## config.mk

```make
export PLATFORM = sky130hd
export DESIGN_NAME = cordic_result_buf
export DESIGN_NICKNAME = d
export VERILOG_FILES = /design/src/rtl/cordic_result_buf_pkg.sv /design/src/rtl/cordic_resbuf_fifo.sv /design/src/rtl/cordic_result_buf.sv
export SDC_FILE = /design/constraint.sdc
export NUM_CORES = 1
export LEC_CHECK = 0
export ABC_AREA = 1
export BUFFER_PORTS_ARGS = -buffer_cell sky130_fd_sc_hd__buf_2
export CAP_MARGIN = 20
export CORE_MARGIN = 1
export CORE_UTILIZATION = 40
export DETAILED_ROUTE_END_ITERATION = 6
export PLACE_DENSITY = 0.63
export RECOVER_POWER = 25
export SYNTH_ARGS = -nofsm -noshare
export SYNTH_HDL_FRONTEND = slang
export SYNTH_SLANG_ARGS = --single-unit
export TNS_END_PERCENT = 100
```

## constraint.sdc

```tcl
create_clock -name clk -period 17.29 [get_ports clk]
set_input_delay 3.458 -clock clk [delete_from_list [all_inputs] [get_ports clk]]
set_output_delay 3.458 -clock clk [all_outputs]
set_load 0.01 [all_outputs]
```

## src/rtl/cordic_result_buf_pkg.sv

```systemverilog
// Shared types and helpers for the CORDIC result-capture buffer.
package cordic_result_buf_pkg;

  // Widest supported sequence tag; narrower tags are zero-extended into the entry.
  localparam int unsigned SEQ_W_MAX = 32;

  localparam logic [7:0] IEEE_EXP_ALL_ONES = 8'hFF;

  typedef struct packed {
    logic [31:0]          epx;
    logic [31:0]          sinhx;
    logic [31:0]          coshx;
    logic [SEQ_W_MAX-1:0] seq;
  } entry_t;

  function automatic logic is_nan(input logic [31:0] w);
    return (w[30:23] == IEEE_EXP_ALL_ONES) && (w[22:0] != '0);
  endfunction

endpackage

```

## src/rtl/cordic_resbuf_fifo.sv

```systemverilog
// Circular storage with wrap-around pointers and an occupancy counter.
module cordic_resbuf_fifo #(
  parameter int unsigned DEPTH = 4,
  parameter int unsigned W     = 8
) (
  input  logic                   clk,
  input  logic                   rst,
  input  logic                   flush,
  input  logic                   push,
  input  logic                   pop,
  input  logic [W-1:0]           wr_data,
  output logic [W-1:0]           rd_data,
  output logic [$clog2(DEPTH):0] count,
  output logic                   full,
  output logic                   empty
);

  localparam int unsigned AW = $clog2(DEPTH);
  localparam int unsigned CW = AW + 1;

  logic [W-1:0]  mem [DEPTH];
  logic [AW-1:0] wr_ptr;
  logic [AW-1:0] rd_ptr;

  always_ff @(posedge clk or negedge rst) begin
    if (!rst) begin
      wr_ptr <= '0;
      rd_ptr <= '0;
      count  <= '0;
    end else if (flush) begin
      wr_ptr <= '0;
      rd_ptr <= '0;
      count  <= '0;
    end else begin
      if (push) wr_ptr <= wr_ptr + AW'(1);
      if (pop)  rd_ptr <= rd_ptr + AW'(1);
      case ({push, pop})
        2'b10:   count <= count + CW'(1);
        2'b01:   count <= count - CW'(1);
        default: count <= count;
      endcase
    end
  end

  always_ff @(posedge clk) begin
    if (push) mem[wr_ptr] <= wr_data;
  end

  assign rd_data = mem[rd_ptr];
  assign full    = (count == CW'(DEPTH));
  assign empty   = (count == '0);

endmodule

```

## src/rtl/cordic_result_buf.sv

```systemverilog
// Captures each rising edge of the CORDIC wrapper's valid level into a tagged FIFO.
// Optional per-entry NaN flag and out_nan port: define CORDIC_RESBUF_NAN_FLAG_EN.
module cordic_result_buf
  import cordic_result_buf_pkg::*;
#(
  parameter int unsigned DEPTH = 4,
  parameter int unsigned SEQ_W = 8
) (
  input  logic                   clk,
  input  logic                   rst,
  input  logic                   in_valid,
  input  logic [31:0]            in_epx,
  input  logic [31:0]            in_sinhx,
  input  logic [31:0]            in_coshx,
  input  logic                   flush,
  output logic                   out_valid,
  input  logic                   out_ready,
  output logic [31:0]            out_epx,
  output logic [31:0]            out_sinhx,
  output logic [31:0]            out_coshx,
  output logic [SEQ_W-1:0]       out_seq,
  output logic [$clog2(DEPTH):0] count,
  output logic [SEQ_W-1:0]       drop_cnt,
  output logic                   overflow
`ifdef CORDIC_RESBUF_NAN_FLAG_EN
  ,
  output logic                   out_nan
`endif
);

  localparam int unsigned EW = $bits(entry_t);
`ifdef CORDIC_RESBUF_NAN_FLAG_EN
  localparam int unsigned W = EW + 1;
`else
  localparam int unsigned W = EW;
`endif

  logic             in_valid_q;
  logic [SEQ_W-1:0] seq;
  logic             cap;
  logic             push;
  logic             pop;
  logic             drop;
  logic             full;
  logic             empty;
  entry_t           wr_entry;
  entry_t           head;
  logic [W-1:0]     wr_data;
  logic [W-1:0]     rd_data;

  assign cap       = in_valid & ~in_valid_q;
  assign out_valid = ~empty;
  assign pop       = out_valid & out_ready & ~flush;
  // A full FIFO still accepts a capture when the head leaves in the same cycle.
  assign push      = cap & ~flush & (~full | pop);
  assign drop      = cap & ~flush & full & ~pop;

  always_comb begin
    wr_entry       = '0;
    wr_entry.epx   = in_epx;
    wr_entry.sinhx = in_sinhx;
    wr_entry.coshx = in_coshx;
    wr_entry.seq   = SEQ_W_MAX'(seq);
  end

`ifdef CORDIC_RESBUF_NAN_FLAG_EN
  assign wr_data = {is_nan(in_epx) | is_nan(in_sinhx) | is_nan(in_coshx), wr_entry};
  assign out_nan = out_valid & rd_data[W-1];
`else
  assign wr_data = wr_entry;
`endif

  assign head = rd_data[EW-1:0];

  // Words are gated so an empty buffer (including just after reset) shows zeros.
  assign out_epx   = out_valid ? head.epx   : '0;
  assign out_sinhx = out_valid ? head.sinhx : '0;
  assign out_coshx = out_valid ? head.coshx : '0;
  assign out_seq   = out_valid ? SEQ_W'(head.seq) : '0;

  always_ff @(posedge clk or negedge rst) begin
    if (!rst) begin
      in_valid_q <= 1'b0;
      seq        <= '0;
      drop_cnt   <= '0;
      overflow   <= 1'b0;
    end else begin
      in_valid_q <= in_valid;
      if (flush) begin
        seq      <= '0;
        drop_cnt <= '0;
        overflow <= 1'b0;
      end else begin
        if (cap) seq <= seq + SEQ_W'(1);
        if (drop) begin
          overflow <= 1'b1;
          if (drop_cnt != '1) drop_cnt <= drop_cnt + SEQ_W'(1);
        end
      end
    end
  end

  cordic_resbuf_fifo #(
    .DEPTH (DEPTH),
    .W     (W)
  ) u_fifo (
    .clk     (clk),
    .rst     (rst),
    .flush   (flush),
    .push    (push),
    .pop     (pop),
    .wr_data (wr_data),
    .rd_data (rd_data),
    .count   (count),
    .full    (full),
    .empty   (empty)
  );

endmodule

```

==> results.sh <==
export IMPL_r2r_end="u_fifo.mem[2][48]"
export IMPL_grt_pass1_vias=10871
export IMPL_syn_area_per_cell_um2=12.3
export IMPL_drcViolationCount=0
export IMPL_cts_root_buf="clkbuf_16"
export IMPL_rows=76
export IMPL_fin_area_um2=20500
export IMPL_mostFrequentLayoutCells="431 x nor2_1, 416 x edfxtp_1, 210 x o21ai_0"
export IMPL_syn_inst=1420
export IMPL_synth_top_cell_area_share_pct=71.4
export IMPL_min_path_type="register to register"
export IMPL_worstPathRequired_ps=13830
export IMPL_dieArea_um2=44600
export IMPL_synthFlopType="edfxtp_1"
export IMPL_timing_fmax_mhz=140
export IMPL_synth_warnings=0
export IMPL_antenna_found_initial=4
export IMPL_power_density_nw_per_um2=137
export IMPL_place_hpwl_um=22000
export IMPL_slew_violations=0
export IMPL_reg2regPathDepth=7
export IMPL_path_cells="inv_4 -> buf_4 -> o21ai_0 -> a21oi_1 -> buf_2"
export IMPL_cp_start_kind="register"
export IMPL_path_clk_slew_ps=60
export IMPL_htreeDepth=2
export IMPL_cp_endpoint="out_seq[3]"
export IMPL_crit_family="buffers and inverters"
export IMPL_fp_dieH_um=211
export IMPL_overflow=0
export IMPL_cp_data_arrival_time_ps=3710
export IMPL_worst_pin_slew_ps=1110
export IMPL_port_buffers=217
export IMPL_finClkSkew_ps=19.4
export IMPL_layout_drive_gt1_share_pct=15.7
export IMPL_p_leak_nw=7.30
export IMPL_postCtsSetupBuffers=0
export IMPL_setup_tns_ps=0
export IMPL_cts_resized=0
export IMPL_nNetsFinal=1724
export IMPL_crit_fanout=108
export IMPL_post_route_util_pct=47.5
export IMPL_cpPeakStageDelay_ps=880
export IMPL_drv_cap=0
export IMPL_synth_top_cell_by_area="edfxtp_1"
export IMPL_yosysUniqueCellTypes=31
export IMPL_routed_wirelength_um=40100
export IMPL_synth_edf_count=416
export IMPL_avgRoutedWirePerCell_um=17.9
export IMPL_holdWs_ps=530
export IMPL_period_minus_slack_ps=7170
export IMPL_ir_drop_v=0.000109
export IMPL_cts_sinks=441
export IMPL_grt_usage_pct=17.9
export IMPL_area_growth_synth_to_final_pct=17.0
export IMPL_cp_slowest_cell="buf_4"
export IMPL_r2r_start="u_fifo.count[2]"
export IMPL_grt_max_degree=109
export IMPL_slew_limit_headroom_pct=25.8
export IMPL_cts_made_buffers=46
export IMPL_cp_depth=5
export IMPL_hold_viol_final=0
export IMPL_cts_buffer_depth=3
export IMPL_rsz0062_at_grt="false"
export IMPL_finalCritPeriodShare_pct=41.5
export IMPL_synth_seq_cells=441
export IMPL_vias=11229
export IMPL_final_common_cell="nor2_1"
export IMPL_grt_pass1_wl_um=61300
export IMPL_status="completed"
export IMPL_cp_startpoint="u_fifo.rd_ptr[0]"
export IMPL_ys_seq_area_share_pct=75.0
export IMPL_placed_area_um2=19100
export IMPL_r2r_slack_ps=14200
export IMPL_ios=218
export IMPL_via_per_inst=5.02
export IMPL_worstSetupPathType="register to output pin"
export IMPL_syn_nets=1528
export IMPL_drt_first_pass_iters=4
export IMPL_worst_path_buf_inv=3
export IMPL_insertion_delay_ps=580
export IMPL_async_reset_ff_share_pct=5.67
export IMPL_core_um2=43100
export IMPL_initial_core_util_pct=40.6
export IMPL_cts_tree="built"
export IMPL_endpoint_kind="output pin"
export IMPL_setup_viol=0
export IMPL_first_iter_violations=718
export IMPL_fp_dieW_um=211
export IMPL_syn_area_um2=17500
export IMPL_hold_buffers=0
export IMPL_ant_nets=0
export IMPL_gp_congestion=0.739
export IMPL_ys_top_cells_by_area="edfxtp_1 71%, nor2_1 9.3%, o21ai_0 6.0%"
[power by group]
group / internal, W / total (W) / switching, W
clock network: 0.000575 / 0.000972 / 0.000397
logic: 0.000190 / 0.000615 / 0.000425
registers: 0.00119 / 0.00122 / 0.0000213
[how the worst min path moves through the flow]
stage	start	to	slack, ps	depth (start not counted)
3_3_place_gp	drop_cnt[7]	drop_cnt[7]	520	2
5_1_grt	drop_cnt[4]	drop_cnt[4]	560	2
2_1_floorplan	seq[6]	u_fifo.mem[0][6]	500	0
4_1_cts	drop_cnt[6]	drop_cnt[6]	540	2
6_report	overflow	overflow	530	2
3_5_place_dp	drop_cnt[7]	drop_cnt[7]	520	2
[per-layer routing]
metal	routed length [µm]	part of all wire [%]	GRT usage [%]	vias to the layer above
li1	-	-	-	5375
met3	2310	5.8	3.57	57
met4	790	2.0	5.37	4
met2	19400	48	29.7	287
met5	34	0.085	0	-
met1	17600	44	23.7	5506
[worst min-delay path, delay by kind of cell, from the launching register on]
kind                   cells  cell delay [ps]
buffers and inverters      1               50
AO/OA/AOI/OAI              1               60
flip-flops                 1              380
[sequential cells by signal (all words and copies together) (netlist names)]
signal,flops
u_fifo.rd_ptr,2
overflow,1
u_fifo.wr_ptr,2
drop_cnt,8
seq,8
u_fifo.count,3
in_valid_q,1
u_fifo.mem,416
[per-stage QoR]
step	worst slack [ps]	std cells	total power [W]
5_1_grt	9800	2238	0.00294
6_report	10120	2239	0.00280
2_1_floorplan	8400	1420	0.00161
4_1_cts	10140	2237	0.00284
3_5_place_dp	10760	2153	0.00186
3_3_place_gp	10770	2153	0.00186
[Yosys cell counts, drive strengths merged, types with 5 or more instances]
cell    instances
a21oi         109
buf            49
clkbuf         34
dfrtp          25
edfxtp        416
ha              6
inv            32
nand2          56
nand3          16
nor2          439
nor3            5
o21ai         221
[cell type report]
| cell class | instances | area, µm² |
|---|---|---|
| Inverter | 32 | 128 |
| Antenna cell | 2 | 5.00 |
| Fill cell | 3855 | 22600 |
| Clock buffer | 63 | 1240 |
| Clock inverter | 21 | 244 |
| Tap cell | 585 | 732 |
| Multi-Input combinational cell | 864 | 3900 |
| Timing Repair Buffer | 231 | 1110 |
| Sequential cell | 441 | 13100 |
[kinds of logic (layout without fill, tap and decap cells)]
| family | Yosys count | in the layout | synth area share [%] |
|---|---|---|---|
| adder cells (fa/ha/maj) | 7 | 7 | 0.543 |
| AO/OA/AOI/OAI | 332 | 332 | 9.72 |
| XOR/XNOR | 4 | 4 | 0.200 |
| AND/OR/NAND/NOR | 521 | 521 | 11.6 |
| flip-flops | 441 | 441 | 75.0 |
| buffers and inverters | 115 | 347 | 2.95 |
| other | 0 | 2 | 0 |
Note: power is estimated with default switching activity, not from simulation.
